### config.mk
export PLATFORM = sky130hd
export DESIGN_NAME = uart_frame_ctrl_flat
export DESIGN_NICKNAME = d
export VERILOG_FILES = /design/src/rtl/uart_pkg.sv /design/src/rtl/uart_frame_ctrl_if.sv /design/src/rtl/uart_frame_buf.sv /design/src/rtl/uart_frame_ctrl.sv /design/src/flat_wrapper.sv
export SDC_FILE = /design/constraint.sdc
export NUM_CORES = 1
export LEC_CHECK = 0
export CAP_MARGIN = 40
export CORE_ASPECT_RATIO = 1.4
export CORE_MARGIN = 2
export CORE_UTILIZATION = 60
export CTS_CLUSTER_DIAMETER = 150
export DETAILED_ROUTE_END_ITERATION = 6
export GPL_TIMING_DRIVEN = 0
export PLACE_DENSITY = 0.81
export SLEW_MARGIN = 0
export SYNTH_ARGS = -nofsm -noshare
export SYNTH_HDL_FRONTEND = slang
export SYNTH_SLANG_ARGS = --single-unit
### constraint.sdc
create_clock -name clk -period 2.9 [get_ports clk]
set_input_delay 0.58 -clock clk [delete_from_list [all_inputs] [get_ports clk]]
set_output_delay 0.58 -clock clk [all_outputs]
set_load 0.05 [all_outputs]
### src/rtl/uart_pkg.sv
// Shared definitions for the UART frame controller: FSM encoding and the
// default frame start marker.
package uart_pkg;

  localparam logic [7:0] SYNC_BYTE_DEFAULT = 8'hA5;

  typedef enum logic [2:0] {
    ST_IDLE        = 3'd0,
    ST_GET_LEN     = 3'd1,
    ST_GET_PAYLOAD = 3'd2,
    ST_GET_CHK     = 3'd3,
    ST_DRAIN       = 3'd4
  } state_t;

  // States in which the frame is still being collected and the inter-byte
  // timeout is armed.
  function automatic logic is_collect(state_t s);
    return (s == ST_GET_LEN) || (s == ST_GET_PAYLOAD) || (s == ST_GET_CHK);
  endfunction

endpackage

### src/rtl/uart_frame_ctrl_if.sv
// Byte input and payload stream output of the UART frame controller.
interface uart_frame_ctrl_if #(
  parameter int DATA_BITS = 8,
  parameter int MAX_LEN   = 16
);
  localparam int LEN_W = $clog2(MAX_LEN + 1);

  logic                 byte_valid;
  logic [DATA_BITS-1:0] byte_data;
  logic                 out_valid;
  logic                 out_ready;
  logic [DATA_BITS-1:0] out_data;
  logic                 out_last;
  logic [LEN_W-1:0]     frame_len;
  logic                 err_len;
  logic                 err_chk;
  logic                 err_timeout;
  logic                 err_overrun;

  // Byte source and payload consumer side.
  modport master (
    output byte_valid, byte_data, out_ready,
    input  out_valid, out_data, out_last, frame_len,
    input  err_len, err_chk, err_timeout, err_overrun
  );

  // Frame controller side.
  modport slave (
    input  byte_valid, byte_data, out_ready,
    output out_valid, out_data, out_last, frame_len,
    output err_len, err_chk, err_timeout, err_overrun
  );

endinterface

### src/rtl/uart_frame_buf.sv
// Payload register file: one synchronous write port, one asynchronous read
// port. Contents are never cleared; the controller only reads entries that
// were written by the frame currently being drained.
module uart_frame_buf #(
  parameter int DATA_BITS = 8,
  parameter int DEPTH     = 16,
  parameter int ADDR_W    = (DEPTH > 1) ? $clog2(DEPTH) : 1
) (
  input  logic                 clk,
  input  logic                 wr_en,
  input  logic [ADDR_W-1:0]    wr_addr,
  input  logic [DATA_BITS-1:0] wr_data,
  input  logic [ADDR_W-1:0]    rd_addr,
  output logic [DATA_BITS-1:0] rd_data
);

  logic [DATA_BITS-1:0] mem [DEPTH];

  // Store one payload byte per write strobe.
  always_ff @(posedge clk) begin
    if (wr_en) begin
      mem[wr_addr] <= wr_data;
    end
  end

  assign rd_data = mem[rd_addr];

endmodule

### src/rtl/uart_frame_ctrl.sv
// UART frame controller: parses SYNC, LEN, payload, CHK frames from a byte
// stream, buffers the payload and drains it over a valid/ready stream.
module uart_frame_ctrl
  import uart_pkg::*;
#(
  parameter int                   DATA_BITS    = 8,
  parameter int                   MAX_LEN      = 16,
  parameter int                   TIMEOUT_CLKS = 2170,
  parameter logic [DATA_BITS-1:0] SYNC_BYTE    = DATA_BITS'(SYNC_BYTE_DEFAULT)
) (
  input  logic             clk,
  input  logic             reset_n,
  uart_frame_ctrl_if.slave bus
);

  localparam int LEN_W = $clog2(MAX_LEN + 1);
  localparam int PTR_W = (MAX_LEN > 1) ? $clog2(MAX_LEN) : 1;
  localparam int TMO_W = (TIMEOUT_CLKS > 1) ? $clog2(TIMEOUT_CLKS) : 1;

  state_t               state_reg, state_next;
  logic [LEN_W-1:0]     len_reg;
  logic [DATA_BITS-1:0] chk_reg;
  logic [PTR_W-1:0]     wr_ptr_reg;
  logic [PTR_W-1:0]     rd_ptr_reg;
  logic [TMO_W-1:0]     tmo_cnt_reg;
  logic                 err_len_reg, err_chk_reg, err_timeout_reg, err_overrun_reg;

  logic                 in_collect;
  logic                 len_ok;
  logic                 chk_ok;
  logic                 last_payload;
  logic                 last_read;
  logic                 tmo_hit;
  logic                 out_valid_int;
  logic                 handshake;
  logic                 buf_we;
  logic                 err_len_next, err_chk_next, err_timeout_next, err_overrun_next;
  logic [DATA_BITS-1:0] rd_data;

  // Frame-field decode shared by the FSM and the datapath.
  assign in_collect   = is_collect(state_reg);
  assign len_ok       = (bus.byte_data != '0) && (bus.byte_data <= DATA_BITS'(MAX_LEN));
  assign chk_ok       = (bus.byte_data == chk_reg);
  assign last_payload = (LEN_W'(wr_ptr_reg) == (len_reg - LEN_W'(1)));
  assign last_read    = (LEN_W'(rd_ptr_reg) == (len_reg - LEN_W'(1)));
  // A byte arriving on the expiry cycle wins over the timeout.
  assign tmo_hit      = in_collect && !bus.byte_valid &&
                        (tmo_cnt_reg == TMO_W'(TIMEOUT_CLKS - 1));

  // FSM state register.
  always_ff @(posedge clk or negedge reset_n) begin
    if (!reset_n) begin
      state_reg <= ST_IDLE;
    end else begin
      state_reg <= state_next;
    end
  end

  // FSM next-state logic.
  always_comb begin
    state_next = state_reg;
    case (state_reg)
      ST_IDLE: begin
        if (bus.byte_valid && (bus.byte_data == SYNC_BYTE)) begin
          state_next = ST_GET_LEN;
        end
      end
      ST_GET_LEN: begin
        if (bus.byte_valid) begin
          state_next = len_ok ? ST_GET_PAYLOAD : ST_IDLE;
        end else if (tmo_hit) begin
          state_next = ST_IDLE;
        end
      end
      ST_GET_PAYLOAD: begin
        if (bus.byte_valid) begin
          if (last_payload) begin
            state_next = ST_GET_CHK;
          end
        end else if (tmo_hit) begin
          state_next = ST_IDLE;
        end
      end
      ST_GET_CHK: begin
        if (bus.byte_valid) begin
          state_next = chk_ok ? ST_DRAIN : ST_IDLE;
        end else if (tmo_hit) begin
          state_next = ST_IDLE;
        end
      end
      ST_DRAIN: begin
        if (handshake && last_read) begin
          state_next = ST_IDLE;
        end
      end
      default: state_next = ST_IDLE;
    endcase
  end

  // FSM outputs: stream valid, buffer write strobe and error pulse requests.
  always_comb begin
    out_valid_int    = 1'b0;
    buf_we           = 1'b0;
    err_len_next     = 1'b0;
    err_chk_next     = 1'b0;
    err_timeout_next = tmo_hit;
    err_overrun_next = 1'b0;
    case (state_reg)
      ST_GET_LEN:     err_len_next     = bus.byte_valid && !len_ok;
      ST_GET_PAYLOAD: buf_we           = bus.byte_valid;
      ST_GET_CHK:     err_chk_next     = bus.byte_valid && !chk_ok;
      ST_DRAIN: begin
        out_valid_int    = 1'b1;
        err_overrun_next = bus.byte_valid;
      end
      default: ;
    endcase
  end

  assign handshake = out_valid_int && bus.out_ready;

  // Frame datapath: length, running checksum, pointers, timeout, error pulses.
  always_ff @(posedge clk or negedge reset_n) begin
    if (!reset_n) begin
      len_reg         <= '0;
      chk_reg         <= '0;
      wr_ptr_reg      <= '0;
      rd_ptr_reg      <= '0;
      tmo_cnt_reg     <= '0;
      err_len_reg     <= 1'b0;
      err_chk_reg     <= 1'b0;
      err_timeout_reg <= 1'b0;
      err_overrun_reg <= 1'b0;
    end else begin
      err_len_reg     <= err_len_next;
      err_chk_reg     <= err_chk_next;
      err_timeout_reg <= err_timeout_next;
      err_overrun_reg <= err_overrun_next;

      if (bus.byte_valid || !in_collect || tmo_hit) begin
        tmo_cnt_reg <= '0;
      end else begin
        tmo_cnt_reg <= tmo_cnt_reg + TMO_W'(1);
      end

      if ((state_reg == ST_GET_LEN) && bus.byte_valid && len_ok) begin
        len_reg <= LEN_W'(bus.byte_data);
        chk_reg <= bus.byte_data;
      end else if (buf_we) begin
        chk_reg <= chk_reg ^ bus.byte_data;
      end

      // Pointers return to zero at the end of each pass so they never wrap.
      if (state_reg == ST_IDLE) begin
        wr_ptr_reg <= '0;
      end else if (buf_we) begin
        wr_ptr_reg <= last_payload ? '0 : wr_ptr_reg + PTR_W'(1);
      end

      if (state_reg == ST_IDLE) begin
        rd_ptr_reg <= '0;
      end else if (handshake) begin
        rd_ptr_reg <= last_read ? '0 : rd_ptr_reg + PTR_W'(1);
      end
    end
  end

  uart_frame_buf #(
    .DATA_BITS (DATA_BITS),
    .DEPTH     (MAX_LEN),
    .ADDR_W    (PTR_W)
  ) u_buf (
    .clk     (clk),
    .wr_en   (buf_we),
    .wr_addr (wr_ptr_reg),
    .wr_data (bus.byte_data),
    .rd_addr (rd_ptr_reg),
    .rd_data (rd_data)
  );

  // Outputs are gated by out_valid so reset and idle drive them low.
  assign bus.out_valid   = out_valid_int;
  assign bus.out_data    = out_valid_int ? rd_data : '0;
  assign bus.out_last    = out_valid_int && last_read;
  assign bus.frame_len   = out_valid_int ? len_reg : '0;
  assign bus.err_len     = err_len_reg;
  assign bus.err_chk     = err_chk_reg;
  assign bus.err_timeout = err_timeout_reg;
  assign bus.err_overrun = err_overrun_reg;

endmodule

### src/flat_wrapper.sv
// flat-port wrapper written by rule: the top's interface ports become plain ports
module uart_frame_ctrl_flat import uart_pkg::*;
#(
  parameter int                   DATA_BITS    = 8,
  parameter int                   MAX_LEN      = 16,
  parameter int                   TIMEOUT_CLKS = 2170,
  parameter logic [DATA_BITS-1:0] SYNC_BYTE    = DATA_BITS'(SYNC_BYTE_DEFAULT)
)
  (clk, reset_n, bus_byte_valid, bus_byte_data, bus_out_ready, bus_out_valid, bus_out_data, bus_out_last, bus_frame_len, bus_err_len, bus_err_chk, bus_err_timeout, bus_err_overrun);
  uart_frame_ctrl_if #(.DATA_BITS(DATA_BITS), .MAX_LEN(MAX_LEN)) bus_i ();
  input  logic clk;
  input  logic reset_n;
  input wire logic [$bits(bus_i.byte_valid)-1:0] bus_byte_valid;
  input wire logic [$bits(bus_i.byte_data)-1:0] bus_byte_data;
  input wire logic [$bits(bus_i.out_ready)-1:0] bus_out_ready;
  output wire logic [$bits(bus_i.out_valid)-1:0] bus_out_valid;
  output wire logic [$bits(bus_i.out_data)-1:0] bus_out_data;
  output wire logic [$bits(bus_i.out_last)-1:0] bus_out_last;
  output wire logic [$bits(bus_i.frame_len)-1:0] bus_frame_len;
  output wire logic [$bits(bus_i.err_len)-1:0] bus_err_len;
  output wire logic [$bits(bus_i.err_chk)-1:0] bus_err_chk;
  output wire logic [$bits(bus_i.err_timeout)-1:0] bus_err_timeout;
  output wire logic [$bits(bus_i.err_overrun)-1:0] bus_err_overrun;
  assign bus_i.byte_valid = bus_byte_valid;
  assign bus_i.byte_data = bus_byte_data;
  assign bus_i.out_ready = bus_out_ready;
  assign bus_out_valid = bus_i.out_valid;
  assign bus_out_data = bus_i.out_data;
  assign bus_out_last = bus_i.out_last;
  assign bus_frame_len = bus_i.frame_len;
  assign bus_err_len = bus_i.err_len;
  assign bus_err_chk = bus_i.err_chk;
  assign bus_err_timeout = bus_i.err_timeout;
  assign bus_err_overrun = bus_i.err_overrun;
  uart_frame_ctrl #(.DATA_BITS(DATA_BITS), .MAX_LEN(MAX_LEN), .TIMEOUT_CLKS(TIMEOUT_CLKS), .SYNC_BYTE(SYNC_BYTE)) u_core (.clk(clk), .reset_n(reset_n), .bus(bus_i));
endmodule
==> results.txt <==
- EDFF count, synth: about 130
- Clock tree from TritonCTS: built
* VDD IR max: 530.6 µV
- The H-tree was split into 4 levels.
* Setup slack on the worst flop-to-flop path: 210 ps
- In this run, the number of DRC markers left after iteration 0 of detailed routing was around 380.
- The wire-length estimate of the detail-placed layout is around 10 mm.
- Average wire length per cell after detail routing: about 24 µm
* Clock buffers created by TritonCTS: 17
- The worst hold path belongs to the class primary input to asynchronous set/reset pin.
- The register with the most flip-flops in the layout has about 130 of them.
- Share of synthesized flip-flops with an asynchronous set or reset: 23.81%
* Delay of the slowest critical-path stage: approximately 570 ps
* Worst setup path end: bus_out_data[1]
- The mapped netlist covers roughly 7400 µm².
- Leaving out fill and tap cells, the most frequent cell in the layout is sky130_fd_sc_hd__edfxtp_1.
- Launching instance or port of the critical path: u_core.rd_ptr_reg[0]
- FF+latch count, synth: roughly 170
- For this run, the total global-route usage over all layers was measured as 26.68%.
- Power density over the cells: about 760 nW/µm²
- For this run, the register share of the synthesized area comes to between 60 and 70%.
- Maximum capacitance violations: 0
- Before CTS, the worst setup slack after placement is -554.5 ps.
* Post-route worst setup slack: -192.3 ps
- The first global-routing pass estimated approximately 26 mm of wire.
- The floorplan step set the die height to ~140 µm.
* Path depth of the worst reg2reg path: 7
* Post-synth net total: roughly 470
- The congestion estimate from routability-driven global placement came to 0.8136.
- From synthesis to final layout, the design area changed by 18.91%.
- The floorplan has 48 rows.
- CTS max path bufs: 2
* Library cell used as clock root buffer: sky130_fd_sc_hd__clkbuf_16
* Final Critical Period: between 3000 and 4000 ps
- Commonest cells after routing, fill and taps aside: sky130_fd_sc_hd__edfxtp_1, sky130_fd_sc_hd__dfrtp_1, sky130_fd_sc_hd__mux4_2, sky130_fd_sc_hd__nor2_1, sky130_fd_sc_hd__xnor2_1
* Vias per std cell: ~6.3
- Along the worst path, the maximum fanout reaches 8.
- Highest attainable clock frequency: around 320 MHz
* Fin nets: approximately 540
- Source of the worst register-to-register timing path: u_core.state_reg[1]
* Critical Setup Path Class: register to primary output
- GR Overflow Total: 0
- The initial antenna violation count came to 0.
* Worst hold-check slack: ~490 ps
* Total detailed-routing wirelength: around 17 mm
- Setup repair after global routing missed its margin: true
* Library cell with the largest summed area after synthesis: sky130_fd_sc_hd__edfxtp_1
- The worst register-to-register path ends at u_core.u_buf.mem[2][1].
- Vias in the first global route: ~4500
* Number of pins with negative max-slew slack in the final report: 0
* Biggest area contributors in the synthesized netlist: sky130_fd_sc_hd__edfxtp_1, sky130_fd_sc_hd__dfrtp_1, sky130_fd_sc_hd__mux4_2, sky130_fd_sc_hd__mux4_1, sky130_fd_sc_hd__xnor2_1
* Outcome: finished, violations left
- Area inside the core boundary: 12190 µm²
- Entering global routing, the biggest net connects 38 pins.
- Arrival time of the worst setup path: roughly 2500 ps
* Remaining routing DRC violations: 0
- Number of unique standard cell types used by synthesis: between 50 and 60
- Synthesized instance count: ~450
- Critical-path top delay cell: sky130_fd_sc_hd__mux4_2
- Clock net sink count: ~170
* Dominant synthesized flop cell: sky130_fd_sc_hd__edfxtp_1
- Cells with a size suffix above 1 make up around a quarter of the layout.
- The detail route stage leaves a number of antenna-violating nets equal to 0.
- Headroom to the max-slew limit came out at 42.75%.
* LEAKAGE: between 3 and 4 nW
- In the finished design, the share of the clock period the worst path needs comes to 106.6%.
- Required time reported for the critical path endpoint: between 2000 and 2500 ps
- Final setup skew: between 7 and 8 ps
- The count of buffers added on input and output ports is 29.
- The share of synthesized area in the top cell type comes to between 50% and 60%.
- Synthesized area divided by synthesized cell count: 16.34 µm²
- Initial core utilization: approximately 61%
- First-pass iteration count of the detailed router: 5
- Failing checks: setup timing
* Crit path cell chain: buf_12, buf_12, mux4_2, mux4_2, and2_4, buf_8
- At the later pin of the worst-skew pair, clock insertion delay measures around 430 ps.
- Setup violations remaining at the end of the flow were counted as 8.
- Die Wd: approximately 98 µm
* Slew of the pin with the lowest slew margin: ~860 ps
* Total vias in the final route: 4324
- Crit end category: primary output
- I/O pin cnt: 31
- Clock slew seen by the registers of the worst setup and hold paths: around 60 ps
* Hold Fails Final Rpt: 0
- The die covers around 13000 µm².
- Worst Setup Start Kind: register
- Count of synthesis-stage warnings from yosys: 0
## worst min-delay path by stage
| stage | startpoint | to | slack (ps) | cells past startpoint |
|---|---|---|---|---|
| floorplan | reset_n | u_core.bus.err_chk | 280 | 0 |
| global placement | u_core.tmo_cnt_reg[0] | u_core.tmo_cnt_reg[0] | 470 | 1 |
| detailed placement | reset_n | u_core.rd_ptr_reg[1] | 410 | 1 |
| CTS | reset_n | u_core.rd_ptr_reg[2] | 480 | 2 |
| global route | reset_n | u_core.rd_ptr_reg[1] | 490 | 2 |
| finish | reset_n | u_core.rd_ptr_reg[0] | 490 | 2 |
## where the power goes
| part | internal [mW] | switching, mW | leakage [nW] |
|---|---|---|---|
| sequential | 2.62 | 0.0172 | 1.69 |
| clock | 1.36 | 0.940 | 0.287 |
| combinational | 0.888 | 0.899 | 1.16 |
## cell families (layout without fill, tap and decap cells)
logic type	after synthesis	after routing	share of synthesized area (%)
AOI/OAI and AO/OA	33	33	3.076
and+or+nand+nor	136	136	9.718
adders and majority gates	8	8	1.352
DFF	168	168	65.44
muxes	45	45	13.79
xor gates and xnor gates	32	32	4.259
other	0	1	0
buffers and inverters	31	111	2.366
## cell type report
class	count	area [µm²]
flip-flops and latches	168	4845
repair buffers	49	554.3
clock buffers	17	425.4
inverters	8	30.03
plain buffers	23	173.9
well taps	150	187.7
fillers	749	3388
multi-input cells	254	2409
clock inverters	14	176.4
diodes	1	2.502
## worst max-delay path, delay by kind of cell (launching register included)
| kind | cells | cell delay [ps] |
|---|---|---|
| buf+inv | 3 | 460 |
| flops | 1 | 400 |
| mux | 2 | 1050 |
| simple gates | 1 | 150 |
## cell usage after synthesis, drive strengths merged (4+ instances only)
cell / count
a21oi: 5
a311oi: 5
and2: 12
and3: 4
buf: 12
clkbuf: 11
dfrtp: 40
edfxtp: 128
ha: 8
inv: 8
mux2: 5
mux4: 40
nand2: 17
nand2b: 4
nand3: 12
nand4: 10
nor2: 41
nor3: 15
nor4: 6
o21ai: 10
or3: 4
xnor2: 20
xor2: 10
## metal layers
metal / vias up / part of all wire (%) / global-route usage (%)
met4: 0 / 3.3 / 10.88
li1: 1893 / - / -
met3: 45 / 5.8 / 7.172
met2: 209 / 54 / 45.78
met5: - / 0 / 0
met1: 2177 / 37 / 32.25
## metrics by stage
step | TNS (ps) | cells | total power [mW] | util, % | area [µm²]
floorplan | 0 | 453 | 3.709 | - | 7403
global placement | -20360 | 632 | 4.133 | 64.64 | 7881
detailed placement | -14810 | 639 | 4.166 | 65.19 | 7948
CTS | -1449 | 678 | 6.675 | 71.19 | 8680
global route | -1733 | 683 | 6.906 | 72.19 | 8801
finish | -1317 | 684 | 6.716 | 72.21 | 8803
## what timing repair did
item | CTS | global route
hold endpoints to repair | 3 | 0
endpoints found under the setup margin | 35 | 125
pin swaps | 6 | 3
hold buffers | 1 | 0
resized for setup | 103 | 25
cloned | 2 | 0
setup buffers | 5 | 2
(Power assumes the default switching activity.)
